==> src/rtl/speech_pkg.sv <==
// Shared types and width helpers for the speech frame feeder.
// Holds the FSM state encoding and the compile-time width derivations.
package speech_pkg;

    typedef enum logic [2:0] {
        IDLE,
        FETCH,
        WAIT_DATA,
        PRESENT,
        DONE
    } state_t;

    function automatic int calc_bytes(input int sample_w, input int ram_w);
        return sample_w / ram_w;
    endfunction

    // ceil(log2(n)), never below 1 so a counter always has at least one bit
    function automatic int cnt_width(input int n);
        int w;
        w = 1;
        while ((1 << w) < n) w++;
        return w;
    endfunction

endpackage

==> src/rtl/sample_assembler.sv <==
// Little-endian byte-to-sample shift register: each load shifts a byte in at the top.
// After BYTES loads, the first byte sits in the least significant lane; holds when load is low.
module sample_assembler
    import speech_pkg::*;
#(
    parameter int RAM_W = 8,
    parameter int BYTES = 2
) (
    input  logic                     clk,
    input  logic                     reset,
    input  logic                     load,
    input  logic [RAM_W-1:0]         din,
    output logic [RAM_W*BYTES-1:0]   dout
);

    logic [RAM_W*BYTES-1:0] sreg;

    generate
        if (BYTES == 1) begin : g_single
            always_ff @(posedge clk or posedge reset) begin
                if (reset) begin
                    sreg <= '0;
                end else if (load) begin
                    sreg <= din;
                end
            end
        end else begin : g_multi
            always_ff @(posedge clk or posedge reset) begin
                if (reset) begin
                    sreg <= '0;
                end else if (load) begin
                    sreg <= {din, sreg[RAM_W*BYTES-1:RAM_W]};
                end
            end
        end
    endgenerate

    assign dout = sreg;

endmodule

==> src/rtl/frame_feeder.sv <==
// Streams overlapping frames of multi-byte samples from a byte-wide speech RAM.
// Sample valid BYTES+1 cycles after start/handshake; stalls (no RAM reads) while sample_ready is low.
module frame_feeder
    import speech_pkg::*;
#(
    parameter int RAM_W     = 8,
    parameter int SAMPLE_W  = 16,
    parameter int ADDR_W    = 16,
    parameter int FRAME_LEN = 160,
    parameter int HOP       = 80,
    parameter int FCNT_W    = 8
) (
    input  logic                clk,
    input  logic                reset,
    input  logic                start,
    input  logic [ADDR_W-1:0]   base_addr,
    input  logic [FCNT_W-1:0]   num_frames,
    output logic                ram_rd,
    output logic [ADDR_W-1:0]   ram_addr,
    input  logic [RAM_W-1:0]    ram_datain,
    output logic [SAMPLE_W-1:0] sample_out,
    output logic                sample_valid,
    input  logic                sample_ready,
    output logic                frame_first,
    output logic                frame_last,
    output logic                busy,
    output logic                done
);

    localparam int BYTES = calc_bytes(SAMPLE_W, RAM_W);
    localparam int KW    = cnt_width(FRAME_LEN);
    localparam int BW    = cnt_width(BYTES);

    localparam logic [ADDR_W-1:0] SAMP_STEP = ADDR_W'(BYTES);
    localparam logic [ADDR_W-1:0] HOP_STEP  = ADDR_W'(HOP * BYTES);

    state_t            state;
    logic [ADDR_W-1:0] frame_addr;
    logic [ADDR_W-1:0] samp_addr;
    logic [ADDR_W-1:0] next_addr;
    logic [KW-1:0]     k_cnt;
    logic [FCNT_W-1:0] f_cnt;
    logic [FCNT_W-1:0] nf_q;
    logic [BW-1:0]     b_cnt;
    logic              cap;

    // Overlapping frames are re-read: the next frame restarts HOP samples after the current frame start.
    assign next_addr = frame_last ? (frame_addr + HOP_STEP) : (samp_addr + SAMP_STEP);
    assign busy      = (state != IDLE);

    always_ff @(posedge clk or posedge reset) begin
        if (reset) begin
            state        <= IDLE;
            frame_addr   <= '0;
            samp_addr    <= '0;
            k_cnt        <= '0;
            f_cnt        <= '0;
            nf_q         <= '0;
            b_cnt        <= '0;
            cap          <= 1'b0;
            ram_rd       <= 1'b0;
            ram_addr     <= '0;
            sample_valid <= 1'b0;
            frame_first  <= 1'b0;
            frame_last   <= 1'b0;
            done         <= 1'b0;
        end else begin
            cap  <= ram_rd;
            done <= 1'b0;
            case (state)
                IDLE: begin
                    if (start) begin
                        nf_q       <= num_frames;
                        frame_addr <= base_addr;
                        samp_addr  <= base_addr;
                        k_cnt      <= '0;
                        f_cnt      <= '0;
                        if (num_frames == '0) begin
                            state <= DONE;
                        end else begin
                            state    <= FETCH;
                            ram_rd   <= 1'b1;
                            ram_addr <= base_addr;
                            b_cnt    <= '0;
                        end
                    end
                end
                FETCH: begin
                    if (b_cnt == BW'(BYTES - 1)) begin
                        ram_rd <= 1'b0;
                        state  <= WAIT_DATA;
                    end else begin
                        ram_addr <= ram_addr + ADDR_W'(1);
                        b_cnt    <= b_cnt + BW'(1);
                    end
                end
                WAIT_DATA: begin
                    sample_valid <= 1'b1;
                    frame_first  <= (k_cnt == '0);
                    frame_last   <= (k_cnt == KW'(FRAME_LEN - 1));
                    state        <= PRESENT;
                end
                PRESENT: begin
                    if (sample_ready) begin
                        sample_valid <= 1'b0;
                        frame_first  <= 1'b0;
                        frame_last   <= 1'b0;
                        if (frame_last && (f_cnt == nf_q - FCNT_W'(1))) begin
                            state <= DONE;
                        end else begin
                            if (frame_last) begin
                                frame_addr <= next_addr;
                                f_cnt      <= f_cnt + FCNT_W'(1);
                                k_cnt      <= '0;
                            end else begin
                                k_cnt <= k_cnt + KW'(1);
                            end
                            samp_addr <= next_addr;
                            ram_addr  <= next_addr;
                            ram_rd    <= 1'b1;
                            b_cnt     <= '0;
                            state     <= FETCH;
                        end
                    end
                end
                DONE: begin
                    done  <= 1'b1;
                    state <= IDLE;
                end
                default: state <= IDLE;
            endcase
        end
    end

    sample_assembler #(
        .RAM_W (RAM_W),
        .BYTES (BYTES)
    ) u_asm (
        .clk   (clk),
        .reset (reset),
        .load  (cap),
        .din   (ram_datain),
        .dout  (sample_out)
    );

endmodule

==> config.mk <==
export PLATFORM = sky130hd
export DESIGN_NAME = frame_feeder
export DESIGN_NICKNAME = d
export VERILOG_FILES = /design/src/rtl/speech_pkg.sv /design/src/rtl/sample_assembler.sv /design/src/rtl/frame_feeder.sv
export SDC_FILE = /design/constraint.sdc
export NUM_CORES = 1
export LEC_CHECK = 0
export ABC_AREA = 1
export BUFFER_PORTS_ARGS = -buffer_cell sky130_fd_sc_hd__buf_2
export CAP_MARGIN = 15
export CORE_MARGIN = 8
export CORE_UTILIZATION = 45
export DETAILED_ROUTE_END_ITERATION = 10
export MAX_ROUTING_LAYER = met4
export PLACE_DENSITY_LB_ADDON = 0.05
export SLEW_MARGIN = 25
export SYNTH_ARGS = -nofsm -noshare
export SYNTH_HDL_FRONTEND = slang
export SYNTH_SLANG_ARGS = --single-unit
==> constraint.sdc <==
create_clock -name clk -period 2.63 [get_ports clk]
set_input_delay 0.263 -clock clk [delete_from_list [all_inputs] [get_ports clk]]
set_output_delay 0.263 -clock clk [all_outputs]
set_load 0.005 [all_outputs]
After elaboration in Yosys (flattened, before gate mapping)
Cells that the tools add are included.
{"block": "word_totals", "output_inout_bits": 38, "latch_bits": 0, "register_bits": 98, "rom_bits": 0, "in_bits": 36, "wordCells": 96, "mem_bits_rw": 0, "mem_count": 0}
{"block": "op_classes", "mul": 0, "add_sub_neg": 7, "n_lt_le_gt_ge": 0, "reduce_logical": 16, "div": 0, "mux": 45, "bitwise": 0, "shift": 0, "n_eq_ne": 13}
{"operator": "$mux 16", "n": 10}
{"operator": "$pmux 16 s2", "n": 2}
{"operator": "$mux 8", "n": 7}
{"operator": "$pmux 16 s3", "n": 1}
{"operator": "$pmux 8 s2", "n": 2}
{"operator": "$add 16x1->16 const B", "n": 1}
{"operator": "$add 16x2->16 const B", "n": 1}
{"operator": "$add 16x8->16 const B", "n": 1}
{"operator": "$add 8x1->8 const B", "n": 2}
{"operator": "$logic_not 8->1", "n": 2}
{"operator": "$mux 3", "n": 5}
{"operator": "$ne 2x2->1 const B", "n": 7}
{"operator": "$mux 1", "n": 12}
{"operator": "$pmux 3 s4", "n": 1}
{"operator": "$reduce_and 6->1", "n": 2}
{"operator": "$reduce_and 5->1", "n": 2}
{"operator": "$eq 8x8->1", "n": 1}
{"operator": "$eq 8x8->1 const B", "n": 1}
{"operator": "$sub 8x1->8 const B", "n": 1}
{"operator": "$eq 3x2->1 const B", "n": 2}
{"operator": "$pmux 1 s2", "n": 3}
{"operator": "$pmux 1 s3", "n": 2}
{"operator": "$reduce_bool 3->1", "n": 2}
{"operator": "$reduce_and 2->1", "n": 2}
{"operator": "other kinds (8)", "n": 9}

Depth between registers and ports, before layout
{"block": "depth", "word_depth": 6, "ltp_mapped": 15, "ltp_nobuf": 14}

Hierarchy
From an unflattened synthesis, not the netlist that was laid out.
{"block": "hier_totals", "hier_cells": 857, "hier_area_um2": 6005.8}
{"module": "frame_feeder", "seq_area_each_um2": 2052.0, "cells_per_inst": 788, "instances": 1, "area_per_inst_um2": 5330.1}
{"module": "sample_assembler", "seq_area_each_um2": 400.4, "cells_per_inst": 69, "instances": 1, "area_per_inst_um2": 675.6}

Least setup slack after synthesis
OpenSTA, ideal clock, no wires.
{"block": "synth_path", "path_kind": "register -> register", "from": "reg nf_q[0]", "to": "reg k_cnt[0]", "path_stages_with_launch": 16, "setup_time_ns": 0.122, "setup_slack_ns": 0.659, "required_time_ns": 2.508, "arrival_ns": 1.849, "n_path_buf": 1, "period_less_slack_ns": 1.971, "path_cell_list": "dfrtp_1 inv_2 ha_1 nand2_1 inv_1 nor2_1 nand3_1 nor2_1 nand2_1 nor2_2 nand3_4 nand2_4 inv_2 buf_2 nand3_1 o21ai_1"}
{"block": "synth_via", "elab_chain_len": 5}
{"element": "start: declaration", "line_no": "frame_feeder.sv:43", "rtl": "logic [FCNT_W-1:0] nf_q;"}
{"element": "start signal: assignment", "line_no": "frame_feeder.sv:73", "rtl": "nf_q <= num_frames;"}
{"element": "$sub 8x1->8", "line_no": "frame_feeder.sv:108", "rtl": "if (frame_last && (f_cnt == nf_q - FCNT_W'(1))) begin"}
{"element": "$eq 8x8->1", "line_no": "frame_feeder.sv:108"}
{"element": "$logic_and 1x1->1", "line_no": "frame_feeder.sv:108"}
{"element": "$ne 2x2->1 (no source line)"}
{"element": "$reduce_and 4->1 (no source line)"}
{"element": "end signal: assignment", "line_no": "frame_feeder.sv:116", "rtl": "k_cnt <= k_cnt + KW'(1);"}
{"element": "end: declaration", "line_no": "frame_feeder.sv:41", "rtl": "logic [KW-1:0] k_cnt;"}
No other way between the ends.
A chain may end at the register's enable or synchronous reset.

Worst setup path in the final report
{"block": "layout_path", "from": "reg nf_q[0]", "to": "reg samp_addr[8]"}
{"block": "layout_via", "elab_chain_len": 5}
{"element": "$sub 8x1->8", "line_no": "frame_feeder.sv:108"}
{"element": "$eq 8x8->1", "line_no": "frame_feeder.sv:108"}
{"element": "$logic_and 1x1->1", "line_no": "frame_feeder.sv:108"}
{"element": "$ne 2x2->1 (no source line)"}
{"element": "$reduce_and 4->1 (no source line)"}
{"element": "end signal: assignment", "line_no": "frame_feeder.sv:75", "rtl": "samp_addr <= base_addr;"}
{"element": "end signal: assignment", "line_no": "frame_feeder.sv:118", "rtl": "samp_addr <= next_addr;"}
{"element": "end: declaration", "line_no": "frame_feeder.sv:39", "rtl": "logic [ADDR_W-1:0] samp_addr;"}
No other way between the ends.

==> impl_metrics.csv <==
group,metric,value,unit
run_status,outcome,"finished clean",
place,io_buffers,73,
yosys,async_flop_share,1.00,
drt,drt_iter0_drc,438,
timing,fin_tns_setup,0,ps
global_routing,grt_pass1_vias,5445,
cts,cts_buffers,9,
setup_path,reg2reg_to,"samp_addr[8]$_DFFE_PP0P_",
global_routing,grt_use_total,0.201,
yosys,synth.distinct_cells,44,
yosys,syn-num-nets,882,
setup_path,crit_start,"nf_q[0]$_DFFE_PP0P_",
timing,hold_viol,0,
worst_hold_path,hold_path.startpoint,"ram_datain[3]",
floorplanning,die_x,131,µm
drt,dr.pass1.iters,5,
floorplanning,die-area,17000,µm²
drt,final_antenna_net_count,0,
setup_path,r2r_start,"nf_q[0]$_DFFE_PP0P_",
place,gp_congestion,0.880,
timing,finClkSkew,10.7,ps
yosys,synth_edf_count,0,
yosys,yosysTopAreaCellShare,0.416,
global_routing,antenna_found_initial,0,
setup_path,cp_slowest_cell,"dfrtp_1",
yosys,yosysWarnings,0,
cts,cts_sinks,98,
setup_path,crit_path_end,"samp_addr[8]$_DFFE_PP0P_",
timing,setup_ws,222,ps
floorplanning,start_util,0.453,
drt,finalWirelength,16100,µm
drt,viasPerCell,5.20,
place,pre_cts_ws,232,ps
setup_path,critPathMostFrequentCell,"nand2_1",
cts,clk_latency,350,ps
place,dpl.cell_count,1073,
yosys,ys_top_cells_by_area,"dfrtp_1 (42%), nand2_1 (18%), inv_1 (5.9%)",
timing,slew_violations,0,
cells_and_area,multiInputGateArea,2920,µm²
floorplanning,std_cell_rows,42,
cells_and_area,area_growth,14.6,%
global_routing,grt_max_degree,62,
timing,rsz0062_at_grt,"false",
flow_run,drv_cap,0,
setup_path,worstPathCellList,"inv_2, ha_1, nand2_1, inv_1, nor2_1, nand3_1, nor2_1, nand2_1, nor2_2, nand3_4, nand2_4, inv_2, nand2_1, o21ai_1",
cts,cts_buffer_depth,2,
timing,maxSlewHeadroom,0.456,
pwr,ir_drop,391,µV
cells_and_area,final_nets,952,
global_routing,grt_pass1_wl,26300,µm
yosys,synth_common_cells,"nand2_1 (282), dfrtp_1 (98), inv_1 (93), nand3_1 (64), nor2_1 (62)",
timing,fmax,415,MHz
setup_path,r2r_cells,14,
floorplanning,core,13000,µm²
cells_and_area,drive_above_1_share,0.145,
yosys,ys_seq_area_frac,0.416,
setup_path,worstPathMaxFanout,42,
cells_and_area,n_antenna_cell,0,
yosys,ys_ff_latch,98,
setup_path,crit_path_max_incr_delay,390,ps
cells_and_area,ff_latch_area,2450,µm²
floorplanning,fp.dieH,131,µm
drt,wire_per_inst,14.7,µm
cells_and_area,layoutNonFillerInstCount,1089,
yosys,ys.flop_type,"dfrtp_1",
cells_and_area,fill_cells,1337,
cts,cts_root_buf,"clkbuf_16",
cts,h-tree-depth,3,
timing,layout_min_cycle_time,2410,ps
yosys,synth_largest_area_cell,"dfrtp_1",
pwr,p_per_area,1210,nW/µm²
global_routing,overflow,0,
yosys,synth.most_common_cell,"nand2_1",
drt,drc_errors,0,
timing,tightest_slew,817,ps
place,dp_hpwl,12000,µm
floorplanning,io_pins,74,
timing,fin_crit_sh,0.916,
cells_and_area,fin_util,0.519,
cts,clkTransAtPathRegs,70,ps
worst_hold_path,min_path_type,"in2reg",
cts,cts_setup_buffers,0,
setup_path,crit_arrival,2620,ps
setup_path,start_kind,"flop",
yosys,syn_area,5900,µm²
timing,setup_viol,0,
drt,vias,5661,
setup_path,r2r_slack,220,ps
yosys,synthesis.instances,839,
setup_path,end_kind,"flop",
setup_path,cp.required,2840,ps
setup_path,path_class,"reg2reg",
cts,tritoncts,"done",
pwr,p_leak,3.45,nW
yosys,synth.avg_cell_area,7.03,µm²
==> registers in the layout, summed over array words and instances (netlist names), 3 cells and up <==
name	count
u_asm.dout	16
nf_q	8
ram_addr	16
k_cnt	8
f_cnt	8
samp_addr	16
state	3
frame_addr	16
==> how the worst min path moves through the flow <==
stage / endpoint / slack (ps) / depth (start not counted)
floorplan: nf_q[7]$_DFFE_PP0P_ / 380 / 2
global placement: nf_q[6]$_DFFE_PP0P_ / 270 / 2
detailed placement: nf_q[6]$_DFFE_PP0P_ / 280 / 2
CTS: u_asm.dout[11]$_DFFE_PP0P_ / 110 / 3
global route: u_asm.dout[10]$_DFFE_PP0P_ / 120 / 3
finish: u_asm.dout[11]$_DFFE_PP0P_ / 120 / 3
==> layout by cell type, fill, tap and decap left out, types with 2 or more instances in the layout <==
master,n
xnor2_1,4
o21bai_1,2
inv_2,9
dfrtp_1,98
clkbuf_16,9
a21oi_1,31
nor2_1,61
o311ai_0,2
nand3_1,64
buf_4,9
o21a_1,2
clkinv_4,2
nor4_1,3
nand2_1,282
or2_2,7
nand3b_1,3
xor2_1,9
o21ai_0,43
bufinv_16,2
a31oi_1,2
nor3_1,13
nor2_4,3
inv_1,92
nand4_1,13
nor2_2,7
o21ai_1,33
buf_2,73
clkinvlp_4,3
o211ai_1,8
ha_1,7
==> critical path, delay by kind of cell (launching register included) <==
| family | cells | cell delay (ps) |
|---|---|---|
| adder cells (fa/ha/maj) | 1 | 310 |
| AND/OR/NAND/NOR | 9 | 1060 |
| flip-flops | 1 | 390 |
| buffers and inverters | 3 | 420 |
| AO/OA/AOI/OAI | 1 | 80 |
==> kinds of logic after synthesis <==
logic type                 after synthesis  synth area share
and+or+nand+nor                        465             0.341
DFF                                     98             0.416
AOI/OAI and AO/OA                      129             0.119
xor gates and xnor gates                13            0.0193
buffers and inverters                  127            0.0897
adders and majority gates                7            0.0148
==> repair_timing <==
action,4_1_cts,5_1_grt
hold buffers,1,0
setup endpoints to repair,0,7
gates resized for setup,0,1
endpoints found under the hold margin,14,0
==> area by class of cell <==
| cell class | instances | area share |
|---|---|---|
| clock buffer | 9 | 0.0333 |
| tap | 176 | 0.0326 |
| multi-input combinational | 614 | 0.432 |
| timing repair buffer | 84 | 0.0685 |
| inverter | 102 | 0.0572 |
| sequential | 98 | 0.363 |
| clock inverter | 6 | 0.0137 |
==> through the flow <==
step | hold WS, ps | cell area, µm² | power (mW)
finish | 116 | 6760 | 8.16
global route | 124 | 6760 | 8.95
CTS | 107 | 6760 | 8.20
detailed placement | 277 | 6430 | 6.75
global placement | 270 | 6430 | 6.65
floorplan | 380 | 5900 | 5.66
==> metal layers <==
metal | track usage | part of all wire
met3 | 0.0353 | 0.048
met2 | 0.331 | 0.49
met1 | 0.249 | 0.45
met4 | 0.0581 | 0.012
met5 | - | 0
==> power breakdown <==
part	switching, mW	leakage [nW]	internal [mW]
logic	2.59	2.08	1.36
clock network	0.604	0.148	0.832
registers	0.613	1.22	2.16
No activity file was read; power rests on OpenSTA's default activity.
